[src/rtl/im_loader_pkg.sv]
// rtl/im_loader_pkg.sv - shared types and defaults for the IM program-load engine
package im_loader_pkg;

   localparam int DATA_SIZE       = 32;
   localparam int MEM_SIZE        = 10;
   localparam int IM_READ_LATENCY = 1;

   typedef enum logic [2:0] {
      ST_IDLE,
      ST_LOAD,
      ST_VERIFY,
      ST_DONE,
      ST_ERROR
   } state_t;

endpackage

[src/rtl/im_loader_csum.sv]
// rtl/im_loader_csum.sv - modular accumulator with clear and enable
module im_loader_csum
   import im_loader_pkg::*;
#(
   parameter int Width = DATA_SIZE
) (
   input  logic             clk,
   input  logic             rst,
   input  logic             clr,
   input  logic             en,
   input  logic [Width-1:0] din,
   output logic [Width-1:0] sum
);

   always_ff @(posedge clk) begin
      if (rst || clr) begin
         sum <= '0;
      end else if (en) begin
         sum <= sum + din;
      end
   end

endmodule

[src/rtl/im_loader.sv]
// rtl/im_loader.sv - streams a program image into IM, verifies it by checksum, then releases the CPU
module im_loader
   import im_loader_pkg::*;
#(
   parameter int DataSize = DATA_SIZE,
   parameter int MemSize  = MEM_SIZE
) (
   input  logic                clk,
   input  logic                rst,
   input  logic                start,
   input  logic                in_valid,
   output logic                in_ready,
   input  logic [DataSize-1:0] in_data,
   input  logic                in_last,
   output logic [MemSize-1:0]  im_address,
   output logic                im_enable,
   output logic                im_fetch,
   output logic                im_write,
   output logic [DataSize-1:0] im_din,
   input  logic [DataSize-1:0] im_dout,
   output logic                cpu_reset,
   output logic                done,
   output logic                error,
   output logic [MemSize:0]    word_cnt
);

   typedef logic [IM_READ_LATENCY-1:0] pipe_t;
   localparam pipe_t PIPE_TAIL = pipe_t'(1) << (IM_READ_LATENCY - 1);

   state_t              state;
   state_t              state_next;
   logic [MemSize:0]    rd_idx;
   pipe_t               rd_pipe;
   logic [DataSize-1:0] checksum;
   logic [DataSize-1:0] rb_sum;
   logic                full;
   logic                start_ok;
   logic                resp_valid;
   logic                last_resp;
   logic                sum_match;

   assign full       = word_cnt[MemSize];
   assign start_ok   = start && (state == ST_IDLE || state == ST_DONE || state == ST_ERROR);
   assign resp_valid = rd_pipe[IM_READ_LATENCY-1];
   // The final response is the only one still in flight once every index has been fetched.
   assign last_resp  = resp_valid && (rd_idx == word_cnt) && (rd_pipe == PIPE_TAIL);
   assign sum_match  = (rb_sum + im_dout) == checksum;

   always_ff @(posedge clk) begin
      if (rst) begin
         state <= ST_IDLE;
      end else begin
         state <= state_next;
      end
   end

   always_comb begin
      state_next = state;
      case (state)
         ST_IDLE, ST_DONE, ST_ERROR: begin
            if (start) state_next = ST_LOAD;
         end
         ST_LOAD: begin
            if (in_valid && !full && in_last) begin
               state_next = ST_VERIFY;
            end else if (in_valid && full) begin
               state_next = ST_ERROR;
            end
         end
         ST_VERIFY: begin
            if (last_resp) state_next = sum_match ? ST_DONE : ST_ERROR;
         end
         default: state_next = ST_IDLE;
      endcase
   end

   always_comb begin
      in_ready   = 1'b0;
      im_enable  = 1'b0;
      im_fetch   = 1'b0;
      im_write   = 1'b0;
      im_address = '0;
      im_din     = '0;
      done       = 1'b0;
      error      = 1'b0;
      cpu_reset  = 1'b1;
      case (state)
         ST_LOAD: begin
            in_ready = !full;
            if (in_valid && !full) begin
               im_enable  = 1'b1;
               im_write   = 1'b1;
               im_address = word_cnt[MemSize-1:0];
               im_din     = in_data;
            end
            if (in_valid && full) error = 1'b1;
         end
         ST_VERIFY: begin
            if (rd_idx < word_cnt) begin
               im_enable  = 1'b1;
               im_fetch   = 1'b1;
               im_address = rd_idx[MemSize-1:0];
            end
         end
         ST_DONE: begin
            done      = 1'b1;
            cpu_reset = 1'b0;
         end
         ST_ERROR: begin
            error = 1'b1;
         end
         default: ;
      endcase
   end

   always_ff @(posedge clk) begin
      if (rst) begin
         word_cnt <= '0;
         rd_idx   <= '0;
         rd_pipe  <= '0;
      end else begin
         if (start_ok) begin
            word_cnt <= '0;
         end else if (im_write) begin
            word_cnt <= word_cnt + (MemSize+1)'(1);
         end
         if (im_write && in_last) begin
            rd_idx <= '0;
         end else if (im_fetch) begin
            rd_idx <= rd_idx + (MemSize+1)'(1);
         end
         rd_pipe <= (rd_pipe << 1) | pipe_t'(im_fetch);
      end
   end

   im_loader_csum #(.Width(DataSize)) u_wr_csum (
      .clk (clk),
      .rst (rst),
      .clr (start_ok),
      .en  (im_write),
      .din (in_data),
      .sum (checksum)
   );

   im_loader_csum #(.Width(DataSize)) u_rb_csum (
      .clk (clk),
      .rst (rst),
      .clr (im_write && in_last),
      .en  (resp_valid),
      .din (im_dout),
      .sum (rb_sum)
   );

endmodule
[config.mk]
export PLATFORM = sky130hd
export DESIGN_NAME = im_loader
export DESIGN_NICKNAME = d
export VERILOG_FILES = /design/src/rtl/im_loader_pkg.sv /design/src/rtl/im_loader_csum.sv /design/src/rtl/im_loader.sv
export SDC_FILE = /design/constraint.sdc
export NUM_CORES = 1
export LEC_CHECK = 0
export ABC_AREA = 0
export CAP_MARGIN = 5
export CORE_AREA = 2 2 123 125
export CTS_CLUSTER_DIAMETER = 100
export DETAILED_ROUTE_END_ITERATION = 10
export DIE_AREA = 0 0 125 127
export PLACE_DENSITY = 0.85
export SKIP_CTS_REPAIR_TIMING = 1
export SKIP_LAST_GASP = 1
export SLEW_MARGIN = 20
export SYNTH_ARGS = -nofsm -noshare
export SYNTH_HDL_FRONTEND = slang
export SYNTH_SLANG_ARGS = --single-unit
[constraint.sdc]
create_clock -name clk -period 8.2 [get_ports clk]
set_clock_uncertainty 0.05 [all_clocks]
set_input_delay 0.82 -clock clk [delete_from_list [all_inputs] [get_ports clk]]
set_output_delay 0.82 -clock clk [all_outputs]
set_load 0.03 [all_outputs]
After elaboration in Yosys (flattened, before gate mapping)
Cells that the tools add are included.
{"block": "totals", "out_inout_bits": 60, "input_bits": 69, "word_cells": 58, "ff_bits": 90}
{"block": "op_classes", "reduce_logical": 17, "eq_ne": 9, "n_mux": 21, "n_lt_le_gt_ge": 1, "n_addsub": 4}
{"operator": "adder 32 bit", "n": 2}
{"operator": "two-way mux 32 bit", "n": 2}
{"operator": "== test 32 bit", "n": 1}
{"operator": "adder 11 x 1 -> 11 bit (second input constant)", "n": 2}
{"operator": "two-way mux 10 bit", "n": 2}
{"operator": "case mux 10 bit (2 select lines)", "n": 1}
{"operator": "two-way mux 3 bit", "n": 5}
{"operator": "== test 11 bit", "n": 1}
{"operator": "< comparator 11 bit", "n": 1}
{"operator": "case mux 3 bit (3 select lines)", "n": 1}
{"operator": "two-way mux 1 bit", "n": 8}
{"operator": "logical AND 1 bit", "n": 7}
{"operator": "== test 3 x 2 -> 1 bit (second input constant)", "n": 2}
{"operator": "logical OR 1 bit", "n": 4}
{"operator": "!= test 2 bit (second input constant)", "n": 2}
{"operator": "case mux 1 bit (2 select lines)", "n": 2}
{"operator": "OR reduction 2 bit", "n": 2}
{"operator": "== test 3 x 1 -> 1 bit (second input constant)", "n": 1}
{"operator": "== test 3 bit (second input constant)", "n": 1}
{"operator": "zero test 3 bit", "n": 1}
{"operator": "!= test 3 bit (second input constant)", "n": 1}
{"operator": "AND reduction 3 bit", "n": 1}
{"operator": "OR reduction 3 bit", "n": 1}
{"operator": "zero test 1 bit", "n": 1}

Depth between registers and ports, before layout
{"block": "logic_depth", "depth_word": 6, "depth_mapped": 13, "depth_no_buf": 13}

Modules after synthesis
Synthesis repeated with hierarchy kept, for this count alone.
{"block": "unflattened", "cells_unflattened": 1340, "area_unflattened_um2": 10152.2}
{"mod": "im_loader_csum", "instances": 2, "seq_area_each_um2": 640.6, "area_each_um2": 2965.3, "cells_each": 380}
{"mod": "im_loader", "instances": 1, "seq_area_each_um2": 520.5, "area_each_um2": 4221.5, "cells_each": 580}

Worst setup path after synthesis
Ideal clock, no wire load.
{"block": "synth_path", "path_kind": "reg2out", "from": "register word_cnt[1]", "to": "output im_address[1]", "path_buffers": 1, "required_time_ns": 7.330, "arrival_time_ns": 3.080, "path_slack_ns": 4.250, "stages_incl_launch_ff": 14, "cell_sequence": "dfxtp_1 > inv_1 > ha_1 > nor2b_1 > o21a_1 > o21a_1 > o21a_1 > o21a_1 > o21ai_0 > a21oi_1 > nor2_1 > clkbuf_1 > nand2_1 > o21ai_0"}
{"block": "synth_via", "elab_chain_cells": 3, "word_cells_on_any_way": 4}
{"item": "start, declared", "line_no": "im_loader.sv:24", "source": "output logic [MemSize:0] word_cnt"}
{"item": "start signal, assigned", "line_no": "im_loader.sv:125", "source": "word_cnt <= word_cnt + (MemSize+1)'(1);"}
{"item": "< comparator 11 bit", "line_no": "im_loader.sv:99", "source": "if (rd_idx < word_cnt) begin"}
{"item": "two-way mux 10 bit", "line_no": "im_loader.sv:99"}
{"item": "case mux 10 bit (2 select lines) *", "line_no": "im_loader.sv:87", "source": "case (state)"}
{"item": "end, declared", "line_no": "im_loader.sv:15", "source": "output logic [MemSize-1:0] im_address,"}
Every way passes the cells marked *; elsewhere a longest branch is shown, timed or not.

Worst setup path after layout
{"block": "layout_path", "from": "register word_cnt[1]", "to": "output im_address[5]"}
{"block": "layout_via", "elab_chain_cells": 3}
{"item": "< comparator 11 bit", "line_no": "im_loader.sv:99"}
{"item": "two-way mux 10 bit", "line_no": "im_loader.sv:99"}
{"item": "case mux 10 bit (2 select lines)", "line_no": "im_loader.sv:87"}
No other way between the ends.

==> flow_metrics.py <==
metrics = {
    "run_status": {
        "outcome": "complete, no violations",
    },
    "setup_path": {
        "worstSetupStartpointType": "register",
        "crit_path_max_fanout": 13,
        "category_of_the_critical_setup_timing_path": "reg -> out",
        "crit_path_end_kind": "output pin",
        "regToRegSetupSlack_ns": 4.19,
        "worst_ep_arrival_time_ns": 3.97,
        "timing.rr.end": "state[0]",
        "critPathLaunch": "word_cnt[1]",
        "cp.required_ns": 7.33,
        "worstRegToRegCells": 13,
        "crit_end": "im_address[5]",
        "rr_startpoint": "u_rb_csum.sum[0]",
    },
    "layout": {
        "layout.nets": 1355,
        "number_of_antenna_repair_diodes": 0,
        "most_frequent_cells_in_the_layout": "128 x clkdlybuf4s50_1, 117 x nand2_1, 112 x nor2_1",
        "synthToLayoutAreaGrowth_pct": 19.28,
        "postLayoutCoreUtil_pct": 70.78,
        "most_frequent_standard_cell_in_the_layout_excluding_fill_and_tap_cells": "clkdlybuf4s50_1",
        "post_route_cells_drive_above_1_share_pct": 3.871,
        "nFillCells": 1161,
    },
    "drt": {
        "via_count": 8773,
        "detail_route.first_pass.iterations": 6,
        "vias_per_cell": 6.275,
        "drt.antenna.violating_nets": 0,
        "post-route-drc-count": 0,
        "drt_iter0_drc": 798,
        "avgRoutedWirePerCell_um": 17.18,
        "totalWireLength_um": 24020,
    },
    "grt": {
        "grt_usage_pct": 29.67,
        "grt.overflow.total": 0,
        "grt_pass1_wl_um": 39120,
        "first_global_vias": 8102,
        "initial_antenna_violation_count": 0,
        "grt_max_degree": 44,
    },
    "yosys": {
        "ys_dominant_reg_cell": "dfxtp_1",
        "async_reset_ff_share_pct": 0,
        "post_synth_inst_count": 1123,
        "mappedNetlistNets": 1269,
        "synthesis.yosys.warnings": 0,
        "avgSynthCellArea_um2": 7.622,
        "post_synth_instance_area_mm2": 0.008559,
        "yosysUniqueCellTypes": 83,
        "synth-edff-count": 0,
        "ys_seq_elements": 90,
        "post_synthesis_sequential_area_ratio_pct": 21.05,
    },
    "power_and_ir_drop": {
        "largest_vdd_supply_drop_mv": 0.1045,
        "total_leakage_power_nw": 4.041,
        "ratio_of_total_power_to_cell_area_mw_per_mm2": 118.5,
    },
    "die": {
        "die_width_um": 125,
        "die_height_um": 127,
        "dieArea_mm2": 0.01588,
        "initial_core_util_pct": 59.34,
        "core_mm2": 0.01442,
        "placementRows": 44,
        "floorplan.io_pins": 129,
    },
    "sta": {
        "final_min_period_over_clock_period_pct": 59.04,
        "timing.final.hold_violations": 0,
        "slew-limit-headroom_pct": 27.32,
        "slew_viol_final": 0,
        "worst_margin_slew_ns": 1.090,
        "finalSetupTns_ns": 0,
        "final.setup.worst_slack_ns": 3.359,
        "finalSetupViolations": 0,
        "fin_hold_ws_ns": 0.4261,
        "rsz_0062_raised_after_global_routing": "no",
        "fmax_achieved_ghz": 0.2066,
        "finalCriticalPeriod_ns": 4.841,
    },
    "cts": {
        "maximum_root_to_sink_buffer_count": 2,
        "clk-insertion-delay-late_ns": 0.35,
        "cts.root.buffer_cell": "clkbuf_16",
        "number_of_buffers_created_by_cts": 9,
        "cts_tree": "built",
        "path_clk_slew_ns": 0.07,
        "cts_num_sinks": 90,
        "cts_htree_levels": 3,
    },
    "placement": {
        "dp_slack_ns": 3.444,
        "portBuffers": 128,
        "globalplace.congestion": 0.9436,
        "dp_hpwl_um": 18080,
    },
    "job": {
        "cap_violations": 0,
    },
    "worst_hold_path": {
        "worstHoldPathType": "reg -> reg",
        "hold_path.startpoint": "u_rb_csum.sum[30]",
    },
}
-- worst min path at each step --
stage                                    to  cells past startpoint
final                     u_rb_csum.sum[30]                      2
after global placement    u_rb_csum.sum[30]                      2
after CTS                 u_rb_csum.sum[30]                      2
after floorplan           u_rb_csum.sum[30]                      2
after global routing      u_rb_csum.sum[13]                      2
after detailed placement  u_rb_csum.sum[30]                      2
-- synth_stat cells (all sizes together) (9+ instances only) --
library cell | n | area share, %
nand2 | 117 | 5.1
nor2 | 112 | 4.9
a21oi | 103 | 6.4
dfxtp | 90 | 21
ha | 75 | 11
xnor2 | 68 | 7.0
o21ai | 65 | 3.8
and3 | 44 | 3.3
inv | 41 | 1.8
clkbuf | 37 | 1.6
a21o | 31 | 2.7
nand4 | 23 | 1.8
nor3 | 23 | 1.4
buf | 22 | 1.4
mux2i | 22 | 2.6
xor2 | 22 | 2.3
a211oi | 21 | 2.2
nand3 | 21 | 1.2
o21a | 16 | 1.4
nor2b | 14 | 1.0
o211ai | 14 | 1.2
nor4 | 13 | 1.0
and2 | 10 | 0.73
nand2b | 10 | 0.73
a31oi | 9 | 0.91
-- layer usage --
metal	track usage, %	vias to the layer above	wire length (um)
li1	-	4263	-
met4	11.44	0	744
met3	5.444	63	1677
met2	48.40	361	10990
met1	39.23	4086	10610
met5	0	-	0
-- cell type report --
type                    instances  area [um^2]  share of cell area (%)
inverters                      41        153.9                   1.507
clock inverters                 4        97.59                  0.9559
flip-flops and latches         90         1802                   17.65
multi-input cells             933         6344                   62.13
clock buffers                  12        256.5                   2.512
well taps                     184        230.2                   2.255
repair buffers                134         1326                   12.99
-- worst max-delay path, cell delays in order, from the launching register on --
cell and delay, ns:
dfxtp_1 0.39, inv_1 0.09, ha_1 0.31, nor2b_1 0.13, o21a_1 0.16, o21a_1 0.16
o21a_1 0.16, o21a_1 0.16, o21ai_0 0.15, a21oi_1 0.29, nor2_1 0.69, nand2_1 0.10
o21ai_0 0.12, clkdlybuf4s50_1 0.71
-- cells by family after synthesis --
| group | share of synthesized area [%] |
|---|---|
| mux | 2.836 |
| compound gates | 25.67 |
| fa+ha+maj | 11.43 |
| buf+inv | 4.838 |
| flops | 21.05 |
| xor+xnor | 10.52 |
| simple gates | 23.65 |
-- power by group --
| part | switching (W) | leakage [nW] | internal, W |
|---|---|---|---|
| sequential | 0.00000918 | 0.726 | 0.000443 |
| clock | 0.000186 | 0.169 | 0.000315 |
| combinational | 0.000145 | 3.15 | 0.000112 |
-- flip-flops by register name, summed over array words and instances (netlist names) --
register	flops
u_rb_csum.sum	32
rd_pipe	1
state	3
word_cnt	11
rd_idx	11
u_wr_csum.sum	32
-- through the flow --
step	total power (W)	instances	instance area, um^2
final	0.001210	1398	10210
after global routing	0.001254	1398	10210
after CTS	0.001209	1398	10210
after detailed placement	0.0007137	1382	9856
after global placement	0.0007100	1382	9856
after floorplan	0.0006254	1123	8559
Note: power is estimated with default switching activity, not from simulation.
